$ cat src/rtl/param_fifo.sv
// rtl/param_fifo.sv - parametrised single-clock FIFO with level, thresholds, flush and sticky error flags
//
// Purpose:
//   Synchronous FIFO between the bus-side command writer and the pixel pipeline reader.
//   Depth is 1 << ADDR_WIDTH words; level is a separate counter (0..DEPTH) so pointers
//   can wrap naturally. Status flags are decoded from the registered level.
//
// Optional feature macro: PARAM_FIFO_FWFT_EN
//   defined   - first-word-fall-through: dataout shows the head word combinationally (0 when empty)
//   undefined - registered read: dataout updates one cycle after an accepted read and holds otherwise
//
// Ports:
//   clockin        in   system clock, rising edge
//   reset_n        in   asynchronous active-low reset
//   datain         in   write data (DATA_WIDTH)
//   datain_enable  in   write request
//   dataout        out  read data (DATA_WIDTH)
//   dataout_enable in   read request
//   flush          in   synchronous clear of contents (priority over read/write)
//   clear_flags    in   synchronous clear of overflow/underflow
//   full           out  level == DEPTH
//   empty          out  level == 0
//   almost_full    out  level >= ALMOST_FULL_LEVEL
//   almost_empty   out  level <= ALMOST_EMPTY_LEVEL
//   level          out  current word count (ADDR_WIDTH+1)
//   overflow       out  sticky: a write was rejected
//   underflow      out  sticky: a read was rejected

module param_fifo #(
  parameter int DATA_WIDTH         = 8,
  parameter int ADDR_WIDTH         = 4,
  parameter int ALMOST_FULL_LEVEL  = (1 << ADDR_WIDTH) - 2,
  parameter int ALMOST_EMPTY_LEVEL = 2
) (
  input  logic                  clockin,
  input  logic                  reset_n,
  input  logic [DATA_WIDTH-1:0] datain,
  input  logic                  datain_enable,
  output logic [DATA_WIDTH-1:0] dataout,
  input  logic                  dataout_enable,
  input  logic                  flush,
  input  logic                  clear_flags,
  output logic                  full,
  output logic                  empty,
  output logic                  almost_full,
  output logic                  almost_empty,
  output logic [ADDR_WIDTH:0]   level,
  output logic                  overflow,
  output logic                  underflow
);

  localparam int DEPTH = 1 << ADDR_WIDTH;
  localparam int LW    = ADDR_WIDTH + 1;

  // Elaboration-time rejection of parameter sets with no defined behaviour.
  if (ADDR_WIDTH < 1) begin : g_bad_addr_width
    $error("param_fifo: ADDR_WIDTH must be at least 1");
  end
  if (ALMOST_FULL_LEVEL > DEPTH) begin : g_bad_almost_full
    $error("param_fifo: ALMOST_FULL_LEVEL exceeds DEPTH");
  end

  logic [DATA_WIDTH-1:0] mem [DEPTH];
  logic [ADDR_WIDTH-1:0] wptr;
  logic [ADDR_WIDTH-1:0] rptr;
  logic                  wr_ok;
  logic                  rd_ok;

  // Status decode from the registered level only.
  always_comb begin
    full         = (level == LW'(DEPTH));
    empty        = (level == '0);
    almost_full  = (int'(level) >= ALMOST_FULL_LEVEL);
    almost_empty = (int'(level) <= ALMOST_EMPTY_LEVEL);
  end

  // A read frees a slot in the same cycle, so a full FIFO still takes a write
  // alongside an accepted read; the reverse is not true for an empty FIFO.
  always_comb begin
    rd_ok = dataout_enable && !empty;
    wr_ok = datain_enable && (!full || rd_ok);
  end

  // Storage is deliberately not reset.
  always_ff @(posedge clockin) begin
    if (!flush && wr_ok) begin
      mem[wptr] <= datain;
    end
  end

  always_ff @(posedge clockin or negedge reset_n) begin
    if (!reset_n) begin
      wptr      <= '0;
      rptr      <= '0;
      level     <= '0;
      overflow  <= 1'b0;
      underflow <= 1'b0;
    end else begin
      if (flush) begin
        wptr  <= '0;
        rptr  <= '0;
        level <= '0;
      end else begin
        if (wr_ok) wptr <= wptr + ADDR_WIDTH'(1);
        if (rd_ok) rptr <= rptr + ADDR_WIDTH'(1);
        if (wr_ok && !rd_ok) begin
          level <= level + LW'(1);
        end else if (rd_ok && !wr_ok) begin
          level <= level - LW'(1);
        end
      end
      // Clear first so that a coincident new violation wins.
      if (clear_flags) begin
        overflow  <= 1'b0;
        underflow <= 1'b0;
      end
      if (!flush && datain_enable && !wr_ok) overflow <= 1'b1;
      if (!flush && dataout_enable && !rd_ok) underflow <= 1'b1;
    end
  end

`ifdef PARAM_FIFO_FWFT_EN
  assign dataout = empty ? '0 : mem[rptr];
`else
  logic [DATA_WIDTH-1:0] dout_q;

  always_ff @(posedge clockin or negedge reset_n) begin
    if (!reset_n) begin
      dout_q <= '0;
    end else if (!flush && rd_ok) begin
      dout_q <= mem[rptr];
    end
  end

  assign dataout = dout_q;
`endif

endmodule

$ cat config.mk
export PLATFORM = sky130hd
export DESIGN_NAME = param_fifo
export DESIGN_NICKNAME = d
export VERILOG_FILES = /design/src/rtl/param_fifo.sv
export SDC_FILE = /design/constraint.sdc
export NUM_CORES = 1
export LEC_CHECK = 0
export CORE_AREA = 2 2 115 117
export CTS_CLUSTER_DIAMETER = 120
export DETAILED_ROUTE_END_ITERATION = 8
export DIE_AREA = 0 0 117 119
export PLACE_DENSITY = 0.68
export SYNTH_ARGS = -nofsm -noshare
export SYNTH_HDL_FRONTEND = slang
export SYNTH_SLANG_ARGS = --single-unit
$ cat constraint.sdc
create_clock -name clockin -period 3.48 [get_ports clockin]
set_clock_uncertainty 0.15 [all_clocks]
set_input_delay 0.522 -clock clockin [delete_from_list [all_inputs] [get_ports clockin]]
set_output_delay 0.522 -clock clockin [all_outputs]
set_load 0.01 [all_outputs]
## Yosys cells after proc, flatten, opt, wreduce, memory -nomap -nowiden

Memories as Yosys holds them, arrays and structs flattened. A register that Yosys moved wholly into a read port is not among the register bits.
Index checks and enable logic that the tools add are counted.

- Register bits after elaboration: 15
- RAM bits: 128
- Logic and storage cells: 48
- Memories kept: 1

Memory list:

| name | depth | bits a word | read ports | clocked after memory_dff | write ports | line | source |
|---|---|---|---|---|---|---|---|
| mem | 16 | 8 | 1 | 1 | 1 | 63 | `logic [DATA_WIDTH-1:0] mem [DEPTH];` |

- Add/subtract/negate cells: 4
- $lt $le $gt $ge: 2
- Equal/unequal tests: 1
- Mux-type cells: 12
- Reduce and logical (&&, ||, !) cells: 23

Operator list:

| operator | number |
|---|---|
| 2-to-1 mux 4 bit | 4 |
| 2-to-1 mux 5 bit | 3 |
| logical AND 1 bit | 10 |
| adder 4 x 1 -> 4 bit (second input constant) | 2 |
| nonzero test 2 bit | 4 |
| zero test 1 bit | 6 |
| adder 5 x 1 -> 5 bit (second input constant) | 1 |
| == test 5 bit (second input constant) | 1 |
| >= comparator 5 x 4 -> 1 bit (second input constant) | 1 |
| less-or-equal comparator 5 x 2 -> 1 bit (second input constant) | 1 |
| zero test 5 bit | 1 |
| 2-to-1 mux 1 bit | 5 |
| subtractor 5 x 1 -> 5 bit (second input constant) | 1 |
| nonzero test 3 bit | 1 |
| logical OR 1 bit | 1 |

## Depth between registers and ports, before layout

- Depth after elaboration: 10
- Depth in mapped cells: 9
- Mapped depth without buffers: 8

## Least setup slack after synthesis

No wires, ideal clock.

- Path kind: register to register
- From: register level[1]
- To: register level[4]
- Setup time: 88 ps
- Arrival time: 2,621 ps
- Setup slack: 621 ps
- Stages on the path, launching flop included: 10
- Path through: dfrtp_1 -> or4_4 -> buf_6 -> or2_2 -> nand3_1 -> ha_1 -> a21oi_1 -> and4b_1 -> o21bai_1 -> a41oi_1

- Cells in the longest elaborated chain, start to end: 8
- Elaborated cells between the ends (all ways): 17
- Classes of those cells: 2 x add/sub; 1 x eq/ne; 3 x mux; 11 x reduce/logical

Ends and longest elaborated chain:

| item | line | source |
|---|---|---|
| from (decl) | 47 | `output logic [ADDR_WIDTH:0] level,` |
| from (signal assigned) | 107 | `level <= level + LW'(1);` |
| from (signal assigned) | 109 | `level <= level - LW'(1);` |
| parallel branches: the longest is 8 deep, another holds subtractor 5 x 1 -> 5 bit | - |  |

Several ways; the timed one is not identified. The select of a mux whose other input is x is not followed.
A chain may end at the register's enable or synchronous reset.

## Final worst setup path

Ends and elaborated chain as after synthesis.

==> run_results.csv <==
group,metric,value,unit
synth,synth_compound_area_frac,0.0390,
global_route,grt_pass1_wl,18.6,mm
finish,fin_nets,423,
clock_tree,cts_tree,"yes",
routing,route.detailed.drc,0,
synth,syn_avg_cell_area,18.2,um2
pwr,ir_drop,403,uV
finish,diodes,0,
synth,synth_seq_cells,151,
global_route,grt-ovfl-total,0,
global_route,grt_max_degree,35,
placement,place_area,0.00688,mm2
setup_path,cp-end-kind,"flop",
synth,yosys.area.top_type,"edfxtp_1",
synth,synth_top_area_frac,0.615,
global_route,grt_use_total,0.186,
synth,synthesis.nets,367,
synth,yosysWarnings,0,
synth,ys_types,47,
clock_tree,cts_root_buffer,"clkbuf_16",
synth,yosys.area_share.simple,0.0540,
placement,detailed_place_hpwl,7.64,mm
pwr,p_total,0.00492,W
floorplanning,core_area,0.0129,mm2
timing,finalHoldViolCount,0,
floorplanning,rows,42,
pwr,power-per-cell-area,661,mW/mm2
placement,port_buffers,32,
setup_path,critPathArrivalTime,3360,ps
clock_tree,clk_pin_slew,60,ps
timing,whs,337,ps
clock_tree,h-tree-depth,4,
synth,yosysSeqAreaShare,0.707,
clock_tree,cts_resized,0,
timing,finalSetupViolCount,0,
timing,tns,0,ps
floorplanning,die_h,119,um
setup_path,cp.required,3660,ps
placement,gp_congestion,0.753,
synth,synth_top_family_by_area,"multiplexers",
clock_tree,postCtsHoldBufs,0,
floorplanning,die_w,117,um
timing,fin_crit_sh,0.916,
synth,synth_ff_type,"edfxtp_1",
clock_tree,clock_latency,410,ps
setup_path,crit_fanout,12,
global_route,grt_pass1_vias,3289,
floorplanning,dieArea,0.0139,mm2
routing,avgViaCountPerCell,5.53,
pwr,p_leak,2.50,nW
routing,ant_nets,0,
routing,drt_first_pass_iters,4,
synth,async_flop_share,0.152,
synth,ys_top_cells_by_count,"edfxtp_1 (128), mux4_2 (32), dfrtp_1 (23), nor2_1 (21), mux2i_1 (17)",
synth,synthAdderAreaFrac,0.0212,
clock_tree,clock_path_buffers,2,
routing,dr_total_vias,3253,
finish,drive_gt1_frac,0.238,
routing,wl,11.8,mm
floorplanning,io_pins,33,
synth,synth.area.top_cells,"edfxtp_1 (61%), mux4_2 (12%), dfrtp_1 (9.2%)",
routing,wl_per_cell,20.0,um
setup_path,start_kind,"flop",
timing,slew_headroom,0.335,
synth,synth_edf_count,128,
synth,synthMuxAreaShare,0.150,
run,cap_violations,0,
timing,tightestPinTransition,994,ps
timing,fin_crit,3190,ps
finish,nFillCells,1005,
timing,rsz0062_at_grt,"false",
floorplanning,initial_utilization,0.486,
synth,netlist_area,0.00625,mm2
finish,area.growth.synth_to_final,19.1,%
finish,finish.instance_area,0.00744,mm2
clock_tree,cts_sinks,151,
worst_hold_path,hp-class,"flop to flop",
clock_tree,cts_buffers,17,
clock_tree,post_cts_buffers,0,
global_route,antenna_found_initial,0,
synth,synthCells,343,
status,status,"complete, no violations",
routing,first_iter_violations,230,
synth,synth_xor_area_frac,0.00981,
synth,synth.most_common_cell,"edfxtp_1",
timing,maxSlewViolCount,0,
setup_path,crit_type,"flop to flop",
timing,fmax,0.314,GHz
[placed cells by master, fill, tap and decap left out, types with 2 or more instances in the layout]
cell / count
a21oi_1: 6
buf_4: 22
bufinv_16: 2
clkbuf_1: 3
clkbuf_16: 17
clkdlybuf4s50_1: 32
clkinv_2: 3
clkinv_4: 3
clkinvlp_4: 2
dfrtp_1: 22
edfxtp_1: 128
ha_1: 9
inv_1: 5
mux2_2: 4
mux2i_1: 17
mux4_2: 32
nand2_1: 16
nand2b_1: 8
nand3_1: 8
nor2_1: 21
nor3_1: 4
o211ai_1: 3
o221ai_1: 8
or2_2: 2
xnor2_1: 4
xor2_1: 3
[critical path, cell delays in order (launching register included)]
cell      delay (ps)
dfrtp_1          460
or4_4            680
o21ai_1          370
nand3_1          310
ha_1             410
a21oi_1          280
and4b_1          230
o21bai_1          60
a41oi_1          140
[registers in the layout, summed over array words and instances (netlist names)]
| register | cells |
|---|---|
| dataout | 8 |
| wptr | 4 |
| level | 5 |
| underflow | 1 |
| mem | 128 |
| rptr | 4 |
| overflow | 1 |
[kinds of logic after synthesis]
group / count (synthesis)
mux: 53
fa+ha+maj: 10
xor+xnor: 7
compound gates: 30
buf+inv: 23
simple gates: 69
flops: 151
[per-stage QoR]
stage | worst slack, ps | util | cells
floorplan | 621 | - | 343
global placement | 405 | 0.534 | 556
detailed placement | 292 | 0.534 | 556
CTS | 297 | 0.578 | 588
global route | 17.8 | 0.578 | 588
finish | 293 | 0.578 | 588
[cell type report]
cell class                 instances  area, um2  share of cell area
timing repair buffer              55        505              0.0679
multi-input combinational        169       1710               0.230
tap                              176        220              0.0296
clock buffer                      20        437              0.0587
clock inverter                    12        129              0.0173
sequential                       151       4420               0.594
inverter                           5       18.8             0.00252
[path summary, 6_finish.rpt]
path | from | depth (start not counted) | slack, ps | end
max | level[1]$_DFFE_PN0P_ | 8 | 290 | level[4]$_DFFE_PN0P_
min | dataout[7]$_DFFE_PN0P_ | 2 | 340 | dataout[7]$_DFFE_PN0P_
max reg2reg | level[1]$_DFFE_PN0P_ | 8 | 290 | level[4]$_DFFE_PN0P_
min reg2reg | dataout[7]$_DFFE_PN0P_ | 2 | 340 | dataout[7]$_DFFE_PN0P_
max in group asynchronous | reset_n | 1 | 2000 | rptr[1]$_DFFE_PN0P_
min in group asynchronous | reset_n | 1 | 510 | level[1]$_DFFE_PN0P_
[power by group]
part           switching, W  leakage, nW  internal (W)  total (W)
Sequential         0.000162         1.45       0.00206    0.00223
Clock              0.000677        0.272       0.00105    0.00173
Combinational      0.000434        0.771      0.000530   0.000964
Total               0.00127         2.50       0.00365    0.00492
[metal layers]
metal | vias to the layer above | track usage | wire, um
li1 | 1476 | - | -
met1 | 1660 | 0.262 | 5060
met2 | 112 | 0.290 | 5830
met3 | 5 | 0.0412 | 859
met4 | 0 | 0.0654 | 40
met5 | - | 0 | 0
Note: power is estimated with default switching activity, not from simulation.
